==> src/rtl/strobe_decoder_2x4_pkg.sv <==
// Shared types and helpers for the 2x4 strobe decoder.
// Holds the FSM state encoding and the one-hot code decode.
package strobe_dec_pkg;

    localparam int CODE_W = 2;
    localparam int OUT_W  = 4;

    typedef enum logic [1:0] {
        IDLE,
        PULSE,
        GAP
    } state_t;

    function automatic logic [OUT_W-1:0] onehot(
        input logic [CODE_W-1:0] code
    );
        return OUT_W'(1) << code;
    endfunction

endpackage

==> src/rtl/strobe_decoder_2x4_if.sv <==
// Code-input handshake bundle for the strobe decoder.
// The producer drives valid/code; the decoder drives ready.
interface strobe_decoder_2x4_if;
    import strobe_dec_pkg::*;

    logic              in_valid;
    logic [CODE_W-1:0] in_code;
    logic              in_ready;

    modport master (
        output in_valid,
        output in_code,
        input  in_ready
    );

    modport slave (
        input  in_valid,
        input  in_code,
        output in_ready
    );

endinterface

==> src/rtl/strobe_decoder_2x4_fifo.sv <==
// Small code FIFO: power-of-two depth, wrapping pointers.
// Callers guarantee push only when !full and pop only when !empty.
module code_fifo
    import strobe_dec_pkg::*;
#(
    parameter int DEPTH = 4
) (
    input  logic                   clk,
    input  logic                   rst,
    input  logic                   push,
    input  logic                   pop,
    input  logic [CODE_W-1:0]      din,
    output logic [CODE_W-1:0]      head,
    output logic                   full,
    output logic                   empty,
    output logic [$clog2(DEPTH):0] level
);

    localparam int AW = $clog2(DEPTH);

    logic [CODE_W-1:0] mem [DEPTH];
    logic [AW-1:0]     wptr;
    logic [AW-1:0]     rptr;

    always_ff @(posedge clk) begin
        if (push) begin
            mem[wptr] <= din;
        end
    end

    always_ff @(posedge clk or posedge rst) begin
        if (rst) begin
            wptr  <= '0;
            rptr  <= '0;
            level <= '0;
        end else begin
            if (push) wptr <= wptr + 1'b1;
            if (pop)  rptr <= rptr + 1'b1;
            unique case ({push, pop})
                2'b10:   level <= level + 1'b1;
                2'b01:   level <= level - 1'b1;
                default: level <= level;
            endcase
        end
    end

    assign head  = mem[rptr];
    assign full  = (level == (AW+1)'(DEPTH));
    assign empty = (level == '0);

endmodule

==> src/rtl/strobe_decoder_2x4.sv <==
// Buffers 2-bit channel codes and replays each as a one-hot
// strobe of PULSE_LEN cycles followed by GAP_LEN idle cycles.
module strobe_decoder_2x4
    import strobe_dec_pkg::*;
#(
    parameter int DEPTH     = 4,
    parameter int PULSE_LEN = 3,
    parameter int GAP_LEN   = 1
) (
    input  logic                   clk,
    input  logic                   rst,
    input  logic                   enable,
    strobe_decoder_2x4_if.slave    bus,
    output logic [OUT_W-1:0]       dout,
    output logic                   busy,
    output logic [$clog2(DEPTH):0] level,
    output logic                   overflow
);

    localparam int CMAX = (PULSE_LEN > GAP_LEN) ? PULSE_LEN : GAP_LEN;
    localparam int CW   = (CMAX > 1) ? $clog2(CMAX) : 1;
    localparam logic [CW-1:0] PULSE_RLD = CW'(PULSE_LEN - 1);
    localparam logic [CW-1:0] GAP_RLD   = CW'((GAP_LEN > 0) ? GAP_LEN - 1 : 0);

    state_t            state, state_n;
    logic [CW-1:0]     cnt, cnt_n;
    logic [OUT_W-1:0]  dout_n;
    logic [CODE_W-1:0] head;
    logic              full, empty;
    logic              push, pop, launch;

    // ready is forced low while reset is held, not just after the edge
    assign bus.in_ready = !full && !rst;
    assign push         = bus.in_valid && bus.in_ready;
    assign launch       = enable && !empty;
    assign busy         = (state != IDLE);

    code_fifo #(
        .DEPTH (DEPTH)
    ) u_fifo (
        .clk   (clk),
        .rst   (rst),
        .push  (push),
        .pop   (pop),
        .din   (bus.in_code),
        .head  (head),
        .full  (full),
        .empty (empty),
        .level (level)
    );

    always_ff @(posedge clk or posedge rst) begin
        if (rst) begin
            state    <= IDLE;
            cnt      <= '0;
            dout     <= '0;
            overflow <= 1'b0;
        end else begin
            state <= state_n;
            cnt   <= cnt_n;
            dout  <= dout_n;
            if (bus.in_valid && !bus.in_ready) overflow <= 1'b1;
        end
    end

    always_comb begin
        state_n = state;
        cnt_n   = cnt;
        dout_n  = dout;
        pop     = 1'b0;
        unique case (state)
            IDLE: begin
                dout_n = '0;
                if (launch) begin
                    pop     = 1'b1;
                    dout_n  = onehot(head);
                    cnt_n   = PULSE_RLD;
                    state_n = PULSE;
                end
            end
            PULSE: begin
                if (cnt != '0) begin
                    cnt_n = cnt - 1'b1;
                end else if (GAP_LEN > 0) begin
                    dout_n  = '0;
                    cnt_n   = GAP_RLD;
                    state_n = GAP;
                end else if (launch) begin
                    pop     = 1'b1;
                    dout_n  = onehot(head);
                    cnt_n   = PULSE_RLD;
                end else begin
                    dout_n  = '0;
                    state_n = IDLE;
                end
            end
            GAP: begin
                dout_n = '0;
                if (cnt != '0) begin
                    cnt_n = cnt - 1'b1;
                end else if (launch) begin
                    pop     = 1'b1;
                    dout_n  = onehot(head);
                    cnt_n   = PULSE_RLD;
                    state_n = PULSE;
                end else begin
                    state_n = IDLE;
                end
            end
            default: begin
                dout_n  = '0;
                state_n = IDLE;
            end
        endcase
    end

endmodule
==> src/flat_wrapper.sv <==
// flat-port wrapper written by rule: the top's interface ports become plain ports
module strobe_decoder_2x4_flat import strobe_dec_pkg::*;
#(
    parameter int DEPTH     = 4,
    parameter int PULSE_LEN = 3,
    parameter int GAP_LEN   = 1
)
  (clk, rst, enable, dout, busy, level, overflow, bus_in_valid, bus_in_code, bus_in_ready);
  strobe_decoder_2x4_if bus_i ();
  input  logic clk;
  input  logic rst;
  input  logic enable;
  output logic [OUT_W-1:0] dout;
  output logic busy;
  output logic [$clog2(DEPTH):0] level;
  output logic overflow;
  input wire logic [$bits(bus_i.in_valid)-1:0] bus_in_valid;
  input wire logic [$bits(bus_i.in_code)-1:0] bus_in_code;
  output wire logic [$bits(bus_i.in_ready)-1:0] bus_in_ready;
  assign bus_i.in_valid = bus_in_valid;
  assign bus_i.in_code = bus_in_code;
  assign bus_in_ready = bus_i.in_ready;
  strobe_decoder_2x4 #(.DEPTH(DEPTH), .PULSE_LEN(PULSE_LEN), .GAP_LEN(GAP_LEN)) u_core (.clk(clk), .rst(rst), .enable(enable), .bus(bus_i), .dout(dout), .busy(busy), .level(level), .overflow(overflow));
endmodule
==> config.mk <==
export PLATFORM = sky130hd
export DESIGN_NAME = strobe_decoder_2x4_flat
export DESIGN_NICKNAME = d
export VERILOG_FILES = /design/src/rtl/strobe_decoder_2x4_pkg.sv /design/src/rtl/strobe_decoder_2x4_if.sv /design/src/rtl/strobe_decoder_2x4_fifo.sv /design/src/rtl/strobe_decoder_2x4.sv /design/src/flat_wrapper.sv
export SDC_FILE = /design/constraint.sdc
export NUM_CORES = 1
export LEC_CHECK = 0
export CAP_MARGIN = 25
export CELL_PAD_IN_SITES_DETAIL_PLACEMENT = 1
export CELL_PAD_IN_SITES_GLOBAL_PLACEMENT = 1
export CORE_MARGIN = 10
export CORE_UTILIZATION = 52
export DETAILED_ROUTE_END_ITERATION = 7
export DONT_BUFFER_PORTS = 1
export GPL_TIMING_DRIVEN = 0
export PLACE_DENSITY_LB_ADDON = 0.1
export SYNTH_ARGS = -nofsm -noshare
export SYNTH_HDL_FRONTEND = slang
export SYNTH_HIERARCHICAL = 1
export SYNTH_SLANG_ARGS = --single-unit
==> constraint.sdc <==
create_clock -name clk -period 6.1 [get_ports clk]
set_input_delay 1.525 -clock clk [delete_from_list [all_inputs] [get_ports clk]]
set_output_delay 1.525 -clock clk [all_outputs]
set_load 0.02 [all_outputs]
## Yosys cells after proc, flatten, opt, wreduce, memory -nomap -nowiden

Memories as Yosys holds them, arrays and structs flattened.
Index checks and enable logic that the tools add are counted.

| word-level totals | value |
|---|---|
| logic and storage cells | 56 |
| memories | 1 |
| output and inout port bits | 10 |
| bits in latches | 0 |
| memory bits (read-only) | 0 |
| input port bits | 6 |
| flip-flop bits (word level) | 16 |
| RAM bits | 8 |

Memory list:

| name | depth | width | read ports | clocked after memory_dff | wr ports | RTL line | source |
|---|---|---|---|---|---|---|---|
| u_core.u_fifo.mem | 4 | 2 | 1 | 0 | 1 | strobe_decoder_2x4_fifo.sv:21 | `logic [CODE_W-1:0] mem [DEPTH];` |

| operators by class | value |
|---|---|
| div/mod/pow operators | 0 |
| add/subtract/negate cells | 5 |
| shift operators | 1 |
| muxes and demuxes | 19 |
| $mul | 0 |
| equal/unequal tests | 8 |
| bitwise logic cells | 0 |
| reductions and logical operators | 15 |
| order comparisons | 0 |

Operators with widths:

| operator | number |
|---|---|
| two-way mux 2 bit | 6 |
| two-way mux 4 bit | 3 |
| case mux 2 bit (3 select lines) | 2 |
| case mux 4 bit (3 select lines) | 1 |
| case mux 3 bit (2 select lines) | 1 |
| nonzero test 2 bit | 3 |
| two-way mux 1 bit | 5 |
| adder 2 x 1 -> 2 bit, second input constant | 2 |
| equality test 2 x 1 -> 1 bit, second input constant | 2 |
| equality test 2 bit, second input constant | 2 |
| logical AND 1 bit | 4 |
| logical NOT 1 bit | 4 |
| inequality test 2 bit, second input constant | 2 |
| << shifter 1 x 2 -> 4 bit, first input constant | 1 |
| adder 3 x 1 -> 3 bit, second input constant | 1 |
| equality test 3 bit, second input constant | 1 |
| logical NOT 3 bit | 1 |
| AND reduction 3 bit | 1 |
| nonzero test 3 bit | 1 |
| subtractor 3 x 1 -> 3 bit, second input constant | 1 |
| logical NOT 2 bit | 1 |
| inequality test 2 x 1 -> 1 bit, second input constant | 1 |
| case mux 1 bit (2 select lines) | 1 |
| subtractor 2 x 1 -> 2 bit, second input constant | 1 |

## Longest topological paths before layout

| logic depth | value |
|---|---|
| depth after elaboration | 8 |
| gate-level depth with buffers | 11 |
| mapped depth without buffers | 11 |

## By module

Netlist, hierarchy kept.

Modules (own cells, without submodules):

| module | sequential area each (um^2) | area an instance (um^2) | instances | cells each |
|---|---|---|---|---|
| code_fifo | 415.4 | 690.7 | 1 | 48 |
| strobe_decoder_2x4 | 225.2 | 518.0 | 1 | 52 |

## Least setup slack after synthesis

Ideal clock, no wire load.

| timing | value |
|---|---|
| kind | input-to-output |
| from | input port rst |
| to | output port bus_in_ready |
| slack | 2.738 ns |
| data required time | 4.575 ns |
| buffers on the path | 0 |
| arrival | 1.837 ns |
| stages on the path | 1 |
| cells stage by stage | nor2_1 |

| between the ends | value |
|---|---|
| word-level cells in the longest chain between the ends | 2 |

RTL lines:

| item | RTL line | source |
|---|---|---|
| from (decl) | flat_wrapper.sv:11 | `input logic rst;` |
| logical NOT 1 bit | strobe_decoder_2x4.sv:33 | `assign bus.in_ready = !full && !rst;` |
| logical AND 1 bit | strobe_decoder_2x4.sv:33 |  |
| to (decl) | flat_wrapper.sv:19 | `output wire logic [$bits(bus_i.in_ready)-1:0] bus_in_ready;` |

No other way between the ends.

## Final worst setup path

Ends and elaborated chain as after synthesis.

==> reports/summary.json <==
{
  "hold_path.class": "register to register",
  "ff2ff_setup_slack_ps": 3550,
  "clock_tree_root_driver_cell": "sky130_fd_sc_hd__clkbuf_4",
  "ir_worst_vdd_uv": 248,
  "syn-num-nets": 116,
  "max_slew_margin": 0.710,
  "vias_per_cell": 5.31,
  "floorplan.die.width_um": 68.2,
  "reg2reg_depth": 11,
  "cp_data_arrival_time_ps": 1870,
  "max-cap-violations": 0,
  "fill_cells": 247,
  "yosysUniqueCellTypes": 29,
  "cts_resized": 0,
  "number_of_global_route_vias_before_repair": 729,
  "worstHoldPathCells": 1,
  "finClkSkew_ps": 6.54,
  "placement.io_buffers": 0,
  "die_outline_area_mm2": 0.00465,
  "grt_max_degree": 14,
  "clock_tree.htree_level_count": 1,
  "post_synth.cell_area_avg_um2": 12.1,
  "setup_viol_count_final": 0,
  "highest_clock_rate_mhz": 295,
  "total_negative_setup_slacks_ps": 0,
  "ys_seq_area_frac": 0.530,
  "timing.final.crit_period_ps": 3390,
  "gp_congestion": 0.734,
  "outcome": "finished clean",
  "dieHeight_um": 68.2,
  "rsz0062_at_grt": "false",
  "clock_tree.buffer_depth": 2,
  "postSynthCellCount": 100,
  "antenna-diode-count": 0,
  "layout.cells.most_common": "sky130_fd_sc_hd__dfrtp_1",
  "dp_hpwl_um": 1580,
  "report.final.hold_viol_count": 0,
  "netlist_area_mm2": 0.00121,
  "mostFrequentLayoutCells": "16 x sky130_fd_sc_hd__dfrtp_1, 15 x sky130_fd_sc_hd__inv_1, 9 x sky130_fd_sc_hd__ha_1",
  "syn_to_layout_area_delta_pct": 5.07,
  "num_vias": 701,
  "grt_pass1_wl_um": 3420,
  "antenna_found_initial": 0,
  "p_leak_nw": 0.571,
  "finalMaxSlewViolations": 0,
  "ios": 16,
  "cts.clk_slew.worst_paths_ps": 110,
  "start_util": 0.546,
  "cp-end-kind": "output pin",
  "clk_latency_ps": 300,
  "cts_setup_buffers": 0,
  "drtAntennaViolNets": 0,
  "cts_inserted_buffers": 3,
  "cp_top_family": "simple AND/OR/NAND/NOR gates",
  "fp-row-count": 17,
  "worst-endpoint-required_ps": 4580,
  "wl_per_cell_um": 14.9,
  "drtIter0Drc": 40,
  "slowest_delay_ps": 340,
  "power-per-cell-area_mw_per_mm2": 461,
  "layout.nets": 121,
  "layout.core_utilization": 0.574,
  "max_slew.worst_pin.slew_ps": 433,
  "drtPass1Iterations": 4,
  "core-area_mm2": 0.00221,
  "cell_chain_of_the_critical_path": "nor2_1",
  "grtUsageTotal": 0.0966,
  "finalWirelength_um": 1970,
  "critical_path.slowest_cell": "sky130_fd_sc_hd__nor2_1",
  "congestion_overflow_gr": 0,
  "cp_max_fo": 4,
  "critical_path.reg2reg.startpoint": "u_core/u_fifo/level[0]",
  "cts_num_sinks": 24,
  "critPathKind": "input port to output pin",
  "ys_warn_count": 6,
  "post_synthesis_sequential_element_count": 24,
  "worstSetupStartpointType": "input port",
  "timing.rr.end": "u_core/u_fifo/level[2]",
  "route.detailed.drc": 0,
  "final_layout_size_suffix_gt1_frac": 0.0769,
  "cts_tree": "built",
  "worstPathBufferInverterCount": 0,
  "final.period_utilization": 0.556,
  "whs_endpoint": "u_core/u_fifo/rptr[1]",
  "hold_path_startpoint": "u_core/u_fifo/rptr[1]",
  "cts-hold-fix-buffers": 0
}
-- worst max path at each step --
| stage | start | end | slack (ps) | cells after the start |
|---|---|---|---|---|
| 2_1_floorplan | rst | bus_in_ready | 2740 | 1 |
| 3_3_place_gp | rst | bus_in_ready | 2690 | 1 |
| 3_5_place_dp | rst | bus_in_ready | 2690 | 1 |
| 4_1_cts | rst | bus_in_ready | 2690 | 1 |
| 5_1_grt | rst | bus_in_ready | 2660 | 1 |
| 6_report | rst | bus_in_ready | 2710 | 1 |
-- state kept, by name (all words and copies together) (netlist names) --
| register | count |
|---|---|
| u_core/state | 2 |
| u_core/u_fifo/level | 3 |
| u_core/cnt | 2 |
| u_core/u_fifo/rptr | 2 |
| u_core/u_fifo/wptr | 2 |
| u_core/u_fifo/mem | 8 |
| u_core/overflow | 1 |
| u_core/dout | 4 |
-- cell type report --
type	count	area, µm²	area share
flip-flops and latches	24	641	0.504
inverters	15	56.3	0.0443
multi-input cells	61	512	0.403
clock buffers	3	22.5	0.0177
well taps	28	35.0	0.0276
clock inverters	1	3.75	0.00296
-- Yosys cell counts --
| cell | n | share of area |
|---|---|---|
| sky130_fd_sc_hd__or2_2 | 1 | 0.0052 |
| sky130_fd_sc_hd__o21ai_2 | 1 | 0.0072 |
| sky130_fd_sc_hd__edfxtp_1 | 8 | 0.20 |
| sky130_fd_sc_hd__o211ai_1 | 1 | 0.0062 |
| sky130_fd_sc_hd__xor2_1 | 4 | 0.029 |
| sky130_fd_sc_hd__nor3b_2 | 1 | 0.010 |
| sky130_fd_sc_hd__o22ai_1 | 1 | 0.0052 |
| sky130_fd_sc_hd__nand2b_1 | 3 | 0.016 |
| sky130_fd_sc_hd__fa_1 | 1 | 0.017 |
| sky130_fd_sc_hd__ha_1 | 9 | 0.093 |
| sky130_fd_sc_hd__a32o_1 | 1 | 0.0083 |
| sky130_fd_sc_hd__xnor2_1 | 2 | 0.014 |
| sky130_fd_sc_hd__o21ai_1 | 1 | 0.0041 |
| sky130_fd_sc_hd__o41ai_1 | 4 | 0.029 |
| sky130_fd_sc_hd__and2_1 | 5 | 0.026 |
| sky130_fd_sc_hd__and3_1 | 1 | 0.0052 |
| sky130_fd_sc_hd__nor2_1 | 3 | 0.0093 |
| sky130_fd_sc_hd__mux2i_1 | 1 | 0.0083 |
| sky130_fd_sc_hd__mux2_4 | 1 | 0.012 |
| sky130_fd_sc_hd__mux4_1 | 2 | 0.043 |
| sky130_fd_sc_hd__inv_1 | 15 | 0.047 |
| sky130_fd_sc_hd__a21oi_1 | 1 | 0.0041 |
| sky130_fd_sc_hd__a22o_1 | 1 | 0.0072 |
| sky130_fd_sc_hd__dfrtp_1 | 16 | 0.33 |
| sky130_fd_sc_hd__o21ai_0 | 4 | 0.017 |
| sky130_fd_sc_hd__nor2b_1 | 2 | 0.010 |
| sky130_fd_sc_hd__nor3_1 | 1 | 0.0041 |
| sky130_fd_sc_hd__nand2_1 | 8 | 0.025 |
| sky130_fd_sc_hd__o21a_2 | 1 | 0.0072 |
-- through the flow --
step / area, µm² / power [mW] / hold WS (ps) / setup WS (ps) / instances
global route: 1270 / 0.649 / 556 / 2660 / 132
detailed placement: 1240 / 0.527 / 513 / 2690 / 128
CTS: 1270 / 0.595 / 535 / 2690 / 132
finish: 1270 / 0.586 / 523 / 2710 / 132
floorplan: 1210 / 0.476 / 472 / 2740 / 100
global placement: 1240 / 0.520 / 510 / 2690 / 128
-- per-layer routing --
layer,track usage,part of all wire
met1,0.115,0.44
met2,0.157,0.49
met3,0.0375,0.061
met4,0.0302,0.0086
met5,0,0
-- power breakdown --
part           internal (mW)  switching, mW  leakage (nW)
registers              0.216         0.0714         0.270
clock network         0.0238         0.0420        0.0154
logic                  0.106          0.127         0.285
total                  0.345          0.240         0.571
-- kinds of logic (layout without fill, tap and decap cells) --
group,count (synthesis),after routing,share of synthesized area
compound gates,16,16,0.0952
xor+xnor,6,6,0.0435
fa+ha+maj,10,10,0.110
buf+inv,15,19,0.0466
flops,24,24,0.530
mux,4,4,0.0642
simple gates,25,25,0.111
No activity file was read; power rests on OpenSTA's default activity.
